===== src/rtl/micro_mult_pkg.sv =====
// Shared types, default widths and operand-extension helper for the micro multiplier tile.
package micro_mult_pkg;

   typedef enum logic [1:0] {
      IDLE = 2'd0,
      RUN  = 2'd1,
      DONE = 2'd2
   } state_t;

   localparam int DEF_WIDTH = 4;
   localparam int DEF_ACC_W = 8;

   // Fill bit used above the operand MSB: sign copy for signed, zero for unsigned.
   function automatic logic ext_fill(input logic msb, input logic signed_mode);
      return signed_mode & msb;
   endfunction

endpackage


===== src/rtl/micro_mult_step.sv =====
// One combinational shift-add step; the last multiplier bit subtracts in signed mode
// because it carries negative weight in two's complement.
module micro_mult_step #(
   parameter int ACC_W = 8,
   parameter int IDX_W = 2
) (
   input  logic signed [ACC_W-1:0] partial,
   input  logic signed [ACC_W-1:0] ext_a,
   input  logic        [IDX_W-1:0] bit_idx,
   input  logic                    b_bit,
   input  logic                    last,
   input  logic                    signed_mode,
   output logic signed [ACC_W-1:0] next_partial
);

   logic signed [ACC_W-1:0] shifted;

   assign shifted = ext_a <<< bit_idx;

   always_comb begin
      next_partial = partial;
      if (b_bit) begin
         if (last && signed_mode) begin
            next_partial = partial - shifted;
         end else begin
            next_partial = partial + shifted;
         end
      end
   end

endmodule


===== src/rtl/micro_mult_seq.sv =====
// Sequential shift-add multiplier / MAC: one multiplier bit per clock, valid/ready on
// both sides, optional accumulation into an internal accumulator.
module micro_mult_seq
   import micro_mult_pkg::*;
#(
   parameter int WIDTH = DEF_WIDTH,
   parameter int ACC_W = DEF_ACC_W
) (
   input  logic             clk,
   input  logic             rst,
   input  logic             in_valid,
   output logic             in_ready,
   input  logic [WIDTH-1:0] a,
   input  logic [WIDTH-1:0] b,
   input  logic             signed_mode,
   input  logic             acc_en,
   input  logic             acc_clr,
   output logic             out_valid,
   input  logic             out_ready,
   output logic [ACC_W-1:0] result,
   output logic             busy
);

   localparam int IDX_W = $clog2(WIDTH);

   state_t                  state_q, state_d;
   logic        [IDX_W-1:0] cnt_q;
   logic        [WIDTH-1:0] b_q;
   logic signed [ACC_W-1:0] a_ext_q;
   logic signed [ACC_W-1:0] partial_q, partial_d;
   logic signed [ACC_W-1:0] acc_q, acc_d;
   logic signed [ACC_W-1:0] result_q;
   logic                    sgn_q, acc_en_q, acc_clr_q;
   logic                    last_bit;

   assign last_bit = (cnt_q == IDX_W'(WIDTH - 1));

   // b_q is shifted right each RUN edge, so bit 0 is always the current multiplier bit.
   micro_mult_step #(
      .ACC_W(ACC_W),
      .IDX_W(IDX_W)
   ) u_step (
      .partial     (partial_q),
      .ext_a       (a_ext_q),
      .bit_idx     (cnt_q),
      .b_bit       (b_q[0]),
      .last        (last_bit),
      .signed_mode (sgn_q),
      .next_partial(partial_d)
   );

   always_comb begin
      acc_d = acc_clr_q ? partial_d : acc_q + partial_d;
   end

   always_comb begin
      state_d = state_q;
      unique case (state_q)
         IDLE:    if (in_valid)  state_d = RUN;
         RUN:     if (last_bit)  state_d = DONE;
         DONE:    if (out_ready) state_d = IDLE;
         default: state_d = IDLE;
      endcase
   end

   assign in_ready  = (state_q == IDLE);
   assign out_valid = (state_q == DONE);
   assign busy      = (state_q != IDLE);
   assign result    = result_q;

   always_ff @(posedge clk) begin
      if (rst) begin
         state_q  <= IDLE;
         cnt_q    <= '0;
         acc_q    <= '0;
         result_q <= '0;
      end else begin
         state_q <= state_d;
         unique case (state_q)
            IDLE: begin
               if (in_valid) begin
                  a_ext_q   <= {{(ACC_W - WIDTH){ext_fill(a[WIDTH-1], signed_mode)}}, a};
                  b_q       <= b;
                  sgn_q     <= signed_mode;
                  acc_en_q  <= acc_en;
                  acc_clr_q <= acc_clr;
                  partial_q <= '0;
                  cnt_q     <= '0;
               end
            end
            RUN: begin
               partial_q <= partial_d;
               b_q       <= b_q >> 1;
               cnt_q     <= cnt_q + 1'b1;
               // Final bit: publish the product, folding it into the accumulator in MAC mode.
               if (last_bit) begin
                  if (acc_en_q) begin
                     acc_q    <= acc_d;
                     result_q <= acc_d;
                  end else begin
                     result_q <= partial_d;
                  end
               end
            end
            default: ;
         endcase
      end
   end

endmodule

===== config.mk =====
export PLATFORM = sky130hd
export DESIGN_NAME = micro_mult_seq
export DESIGN_NICKNAME = d
export VERILOG_FILES = /design/src/rtl/micro_mult_pkg.sv /design/src/rtl/micro_mult_step.sv /design/src/rtl/micro_mult_seq.sv
export SDC_FILE = /design/constraint.sdc
export NUM_CORES = 1
export LEC_CHECK = 0
export CAP_MARGIN = 10
export CORE_AREA = 8 8 77 79
export DETAILED_ROUTE_END_ITERATION = 6
export DIE_AREA = 0 0 85 87
export MAX_ROUTING_LAYER = met4
export PLACE_DENSITY = 0.81
export SYNTH_ARGS = -nofsm -noshare
export SYNTH_HDL_FRONTEND = slang
export SYNTH_HIERARCHICAL = 1
export SYNTH_SLANG_ARGS = --single-unit

===== constraint.sdc =====
create_clock -name clk -period 9 [get_ports clk]
set_input_delay 0.9 -clock clk [delete_from_list [all_inputs] [get_ports clk]]
set_output_delay 0.9 -clock clk [all_outputs]
set_load 0.05 [all_outputs]

# Yosys cells after proc, flatten, opt, wreduce, memory -nomap -nowiden
# Cells that the tools add are included.
# op_classes
bitwise	2
n_reduce_logical	10
n_mux	14
n_eq_ne	6
add_sub_neg	4
shifts	1
# op_table
op	n
two-way mux 8 bit	5
adder 8 bit	2
one-hot mux 8 bit (2 select lines)	1
AND reduction 3 bit	4
two-way mux 2 bit	4
one-hot mux 4 bit (2 select lines)	1
<<< shifter 5 x 2 -> 8 bit	1
subtractor 8 bit	1
one-hot mux 2 bit (3 select lines)	1
== test 2 bit (second input constant)	2
two-way mux 4 bit	1
inequality test 2 x 1 -> 1 bit (second input constant)	2
one-hot mux 2 bit (2 select lines)	1
AND reduction 2 bit	2
nonzero test 2 bit	2
adder 2 x 1 -> 2 bit (second input constant)	1
== test 2 x 1 -> 1 bit (second input constant)	1
logical NOT 2 bit	1
inequality test 2 bit (second input constant)	1
bitwise AND 1 bit	1
logical AND 1 bit	1
NOT 1 bit	1
# totals
elab_cells	47
regBits	40

# Depth between registers and ports, before layout
# depth
word_depth	7
ltp_mapped	20
ltp_nobuf	20

# By module
# Netlist, hierarchy kept.
# by_module_without_submodules
mod	cells_each	instances	area_per_inst_um2	seq_area_each_um2
micro_mult_seq	190	1	1981.9	1001.0
micro_mult_step	93	1	738.2	0.0

# Worst setup path before layout
# Ideal clock, no wire load.
# synth_path
kind	reg-to-reg
start	reg cnt_q[0]
end	reg result_q[7], in the netlist result[7]
path_slack_ns	4.954
stages_incl_launch_ff	16
setup_ns	0.086
path_buffers	1
t_arrival_ns	3.959
path_cell_list	dfxtp_1 buf_2 mux4_2 o21ai_1 xnor2_1 ha_1 o2111a_1 nor3_1 xnor2_1 mux2_2 ha_1 or2_1 a21o_1 and4b_1 a2111o_1 a221oi_2
# synth_between
elab_chain_len	7
elab_cells_between_ends	11
# synth_rtl
item	line_no	source
start: declaration	micro_mult_seq.sv:27	logic [IDX_W-1:0] cnt_q;
start signal: assignment	micro_mult_seq.sv:94	cnt_q <= cnt_q + 1'b1;
<<< shifter 5 x 2 -> 8 bit or == test 2 bit (tied branches)	micro_mult_step.sv:18, micro_mult_seq.sv:36	
adder 8 bit (tied with other cells)	micro_mult_step.sv:26	next_partial = partial + shifted;
two-way mux 8 bit (*)	micro_mult_step.sv:23	if (last && signed_mode) begin
two-way mux 8 bit (*)	micro_mult_step.sv:22	if (b_bit) begin
net partial_d[5]	micro_mult_seq.sv:30	logic signed [ACC_W-1:0] partial_q, partial_d;
adder 8 bit (*)	micro_mult_seq.sv:53	acc_d = acc_clr_q ? partial_d : acc_q + partial_d;
two-way mux 8 bit (*)	micro_mult_seq.sv:53	
two-way mux 8 bit (*)	micro_mult_seq.sv:97	if (acc_en_q) begin
end signal: assignment	micro_mult_seq.sv:101	result_q <= partial_d;
end: declaration	micro_mult_seq.sv:32	logic signed [ACC_W-1:0] result_q;
# The timed path passes the listed nets; every way through them passes the cells marked *.
# A chain may end at the register's enable or synchronous reset.

# Worst setup path after layout
# layout_path
start	reg cnt_q[0]
end	reg result_q[7], in the netlist result[7]
# layout_between
elab_chain_len	7
elab_cells_between_ends	11
# layout_rtl
item	line_no	source
== test 2 bit	micro_mult_seq.sv:36	assign last_bit = (cnt_q == IDX_W'(WIDTH - 1));
net last_bit	micro_mult_seq.sv:34	logic last_bit;
logical AND 1 bit	micro_mult_step.sv:23	
two-way mux 8 bit	micro_mult_step.sv:23	
two-way mux 8 bit	micro_mult_step.sv:22	
net partial_d[6]	micro_mult_seq.sv:30	
adder 8 bit	micro_mult_seq.sv:53	
two-way mux 8 bit	micro_mult_seq.sv:53	
two-way mux 8 bit	micro_mult_seq.sv:97	
# The timed path passes the listed nets, and every way through them passes these cells.

==> results.sh <==
export IMPL_worst_pin_slew_ps=1250
export IMPL_numPortBuffers=25
export IMPL_netlist_instances=283
export IMPL_start_util_pct=56.1
export IMPL_die_h_um=87
export IMPL_gr_usage_met2_pct=28.1
export IMPL_setup_slack_ps=4170
export IMPL_fill_cells=395
export IMPL_min_path_cells=2
export IMPL_synth_xor_area_share_pct=5.06
export IMPL_ff2ff_path_depth=18
export IMPL_synth_fp_nets=315
export IMPL_drc=0
export IMPL_h_tree_depth=2
export IMPL_gr_usage_met3_pct=3.49
export IMPL_synth_seq_area_share_pct=36.8
export IMPL_synth_edf_count=20
export IMPL_cp_end_kind="register"
export IMPL_dr_pass1_iters=4
export IMPL_cp_start_kind="register"
export IMPL_grt_pass1_wl_um=9830
export IMPL_vdd_drop_max_v=0.0000943
export IMPL_dr_total_vias=2147
export IMPL_path_clk_slew_ps=80
export IMPL_synthMuxAreaShare_pct=9.38
export IMPL_fp_dieW_um=85
export IMPL_ant_nets=0
export IMPL_dieArea_um2=7400
export IMPL_post_cts_buffers=0
export IMPL_arrival_ps=5030
export IMPL_yosysWarnings=6
export IMPL_synth_seq_cells=40
export IMPL_synth_simple_gate_area_share_pct=18.4
export IMPL_power_density_nw_per_um2=145
export IMPL_fin_skew_ps=4.17
export IMPL_cts_tree="done"
export IMPL_fin_crit_sh_pct=53.7
export IMPL_dp_hpwl_um=4310
export IMPL_cp_max_fo=15
export IMPL_root_buffer="clkbuf_8"
export IMPL_fmax_mhz=207
export IMPL_diodes=0
export IMPL_vias_per_cell=6.01
export IMPL_hold_viol_final=0
export IMPL_nets=332
export IMPL_synth_top_area_share_pct=22.1
export IMPL_synthArstFlopShare_pct=0
export IMPL_cts_hold_buf=0
export IMPL_setup_viol=0
export IMPL_drt_iter0_markers=113
export IMPL_tns_ps=0
export IMPL_post_place_ws_ps=4160
export IMPL_yosysTopAreaCell="edfxtp_1"
export IMPL_status="finished clean"
export IMPL_clk_latency_ps=290
export IMPL_synth_top_family_by_area="simple AND/OR/NAND/NOR gates"
export IMPL_grt_busiest_layer="met2"
export IMPL_slew_violations=0
export IMPL_grtUsageMet1_pct=19.6
export IMPL_synth_area_per_cell_um2=9.61
export IMPL_ys_flop_type="edfxtp_1"
export IMPL_maxCapViolCount=0
export IMPL_rows=26
export IMPL_synth_compound_area_share_pct=18.0
export IMPL_synth_common_cells="nor2_1, dfxtp_1, edfxtp_1, a21oi_1, nand2_1"
export IMPL_yosysMostFrequentCell="nor2_1"
export IMPL_routabilityCongestion=0.870
export IMPL_min_period_ps=4830
export IMPL_worst_setup_path_type="register to register"
export IMPL_total_power_uw=443
export IMPL_post_drt_wl_per_cell_um=16.4
export IMPL_leakagePower_uw=0.00116
export IMPL_grt_pass1_vias=2131
export IMPL_synth_fa_ha_area_share_pct=8.37
export IMPL_grt_max_degree=20
export IMPL_cts_sinks=40
export IMPL_cts_resized_gates=0
export IMPL_ys_types=59
export IMPL_routed_wirelength_um=5840
export IMPL_coreArea_um2=4850
export IMPL_clk_path_buf_depth=2
export IMPL_grt_use_total_pct=17.0
export IMPL_utilization_pct=63.0
export IMPL_syn_area_um2=2720
export IMPL_rsz0062_at_grt="no"
export IMPL_areaGrowthSynthToFinish_pct=12.2
export IMPL_drive_gt1_share_pct=8.64
export IMPL_grt_overflow_total=0
export IMPL_pin_count=26
export IMPL_timing_slew_headroom_pct=16.7
export IMPL_synth_area_top_cells="edfxtp_1, dfxtp_1, ha_1, nor2_1, mux2_2"
export IMPL_crit_required_ps=9200
export IMPL_cts_buffers=5
export IMPL_min_path_type="register to register"
export IMPL_grt_antenna_before_repair=0
[sequential cells by signal, summed over array words and instances (netlist names)]
| register | count |
|---|---|
| state_q | 2 |
| acc_q | 8 |
| acc_clr_q | 1 |
| partial_q | 8 |
| a_ext_q | 5 |
| acc_en_q | 1 |
| b_q | 4 |
| sgn_q | 1 |
| result | 8 |
| cnt_q | 2 |
[layout by cell type, fill, tap and decap left out, types with 7 or more instances in the layout]
cell type	instances
nor3_1	7
dfxtp_1	20
inv_1	10
a211oi_1	7
edfxtp_1	20
nor2_1	32
nand2_1	17
a21oi_1	18
and2_1	12
mux2_2	9
clkdlybuf4s50_1	25
ha_1	15
nor2b_1	8
xnor2_1	7
[where the power goes]
| part | switching [uW] | internal [uW] |
|---|---|---|
| clock | 60.7 | 54.4 |
| combinational | 63.0 | 56.7 |
| sequential | 8.60 | 200 |
| total | 132 | 311 |
[through the flow]
| stage | std cells | hold slack (ps) | cell area [um^2] |
|---|---|---|---|
| 3_3_place_gp | 349 | 449 | 2970 |
| 5_1_grt | 357 | 489 | 3050 |
| 6_report | 357 | 463 | 3050 |
| 4_1_cts | 357 | 467 | 3050 |
| 2_1_floorplan | 283 | 445 | 2720 |
| 3_5_place_dp | 349 | 457 | 2970 |
[cell type report]
class / count / area (um^2) / share of cell area (%)
clock buffers: 7 / 76.3 / 2.50
repair buffers: 25 / 250 / 8.20
flip-flops and latches: 40 / 1000 / 32.8
multi-input cells: 218 / 1610 / 52.8
clock inverters: 1 / 5.00 / 0.164
inverters: 10 / 37.5 / 1.23
well taps: 56 / 70.1 / 2.30
[critical path, stage by stage, from the launching register on]
cell      delay (ps)
dfxtp_1          720
ha_1             420
nand2_1          230
nand2_1          150
xor2_1           150
a21oi_1           90
a32oi_1          240
ha_1             320
a21o_1           190
a21oi_1          210
o21bai_1          90
a21oi_1          190
xnor2_1           80
mux2_2           300
ha_1             350
a21o_1           240
and4b_1          200
a2111o_1         350
a221oi_2         200
[metal layers]
layer  vias up  share of wire (%)
li1       1072                  -
met1      1024                 45
met2        43                 50
met3         8                3.6
met4         0                1.4
met5         -                  0
[cell families (layout without fill, tap and decap cells)]
group,after synthesis,count (layout)
AOI/OAI and AO/OA,69,69
xor gates and xnor gates,14,14
adders and majority gates,17,17
buffers and inverters,25,43
DFF,40,40
muxes,19,19
and+or+nand+nor,99,99
[path summary, 6_finish.rpt]
kind | from | to | slack [ps]
setup reg to reg | cnt_q[0] | result[7] | 4170
hold / removal | result[2] | result[2] | 460
setup / recovery | cnt_q[0] | result[7] | 4170
hold reg to reg | result[2] | result[2] | 460
(Power assumes the default switching activity.)
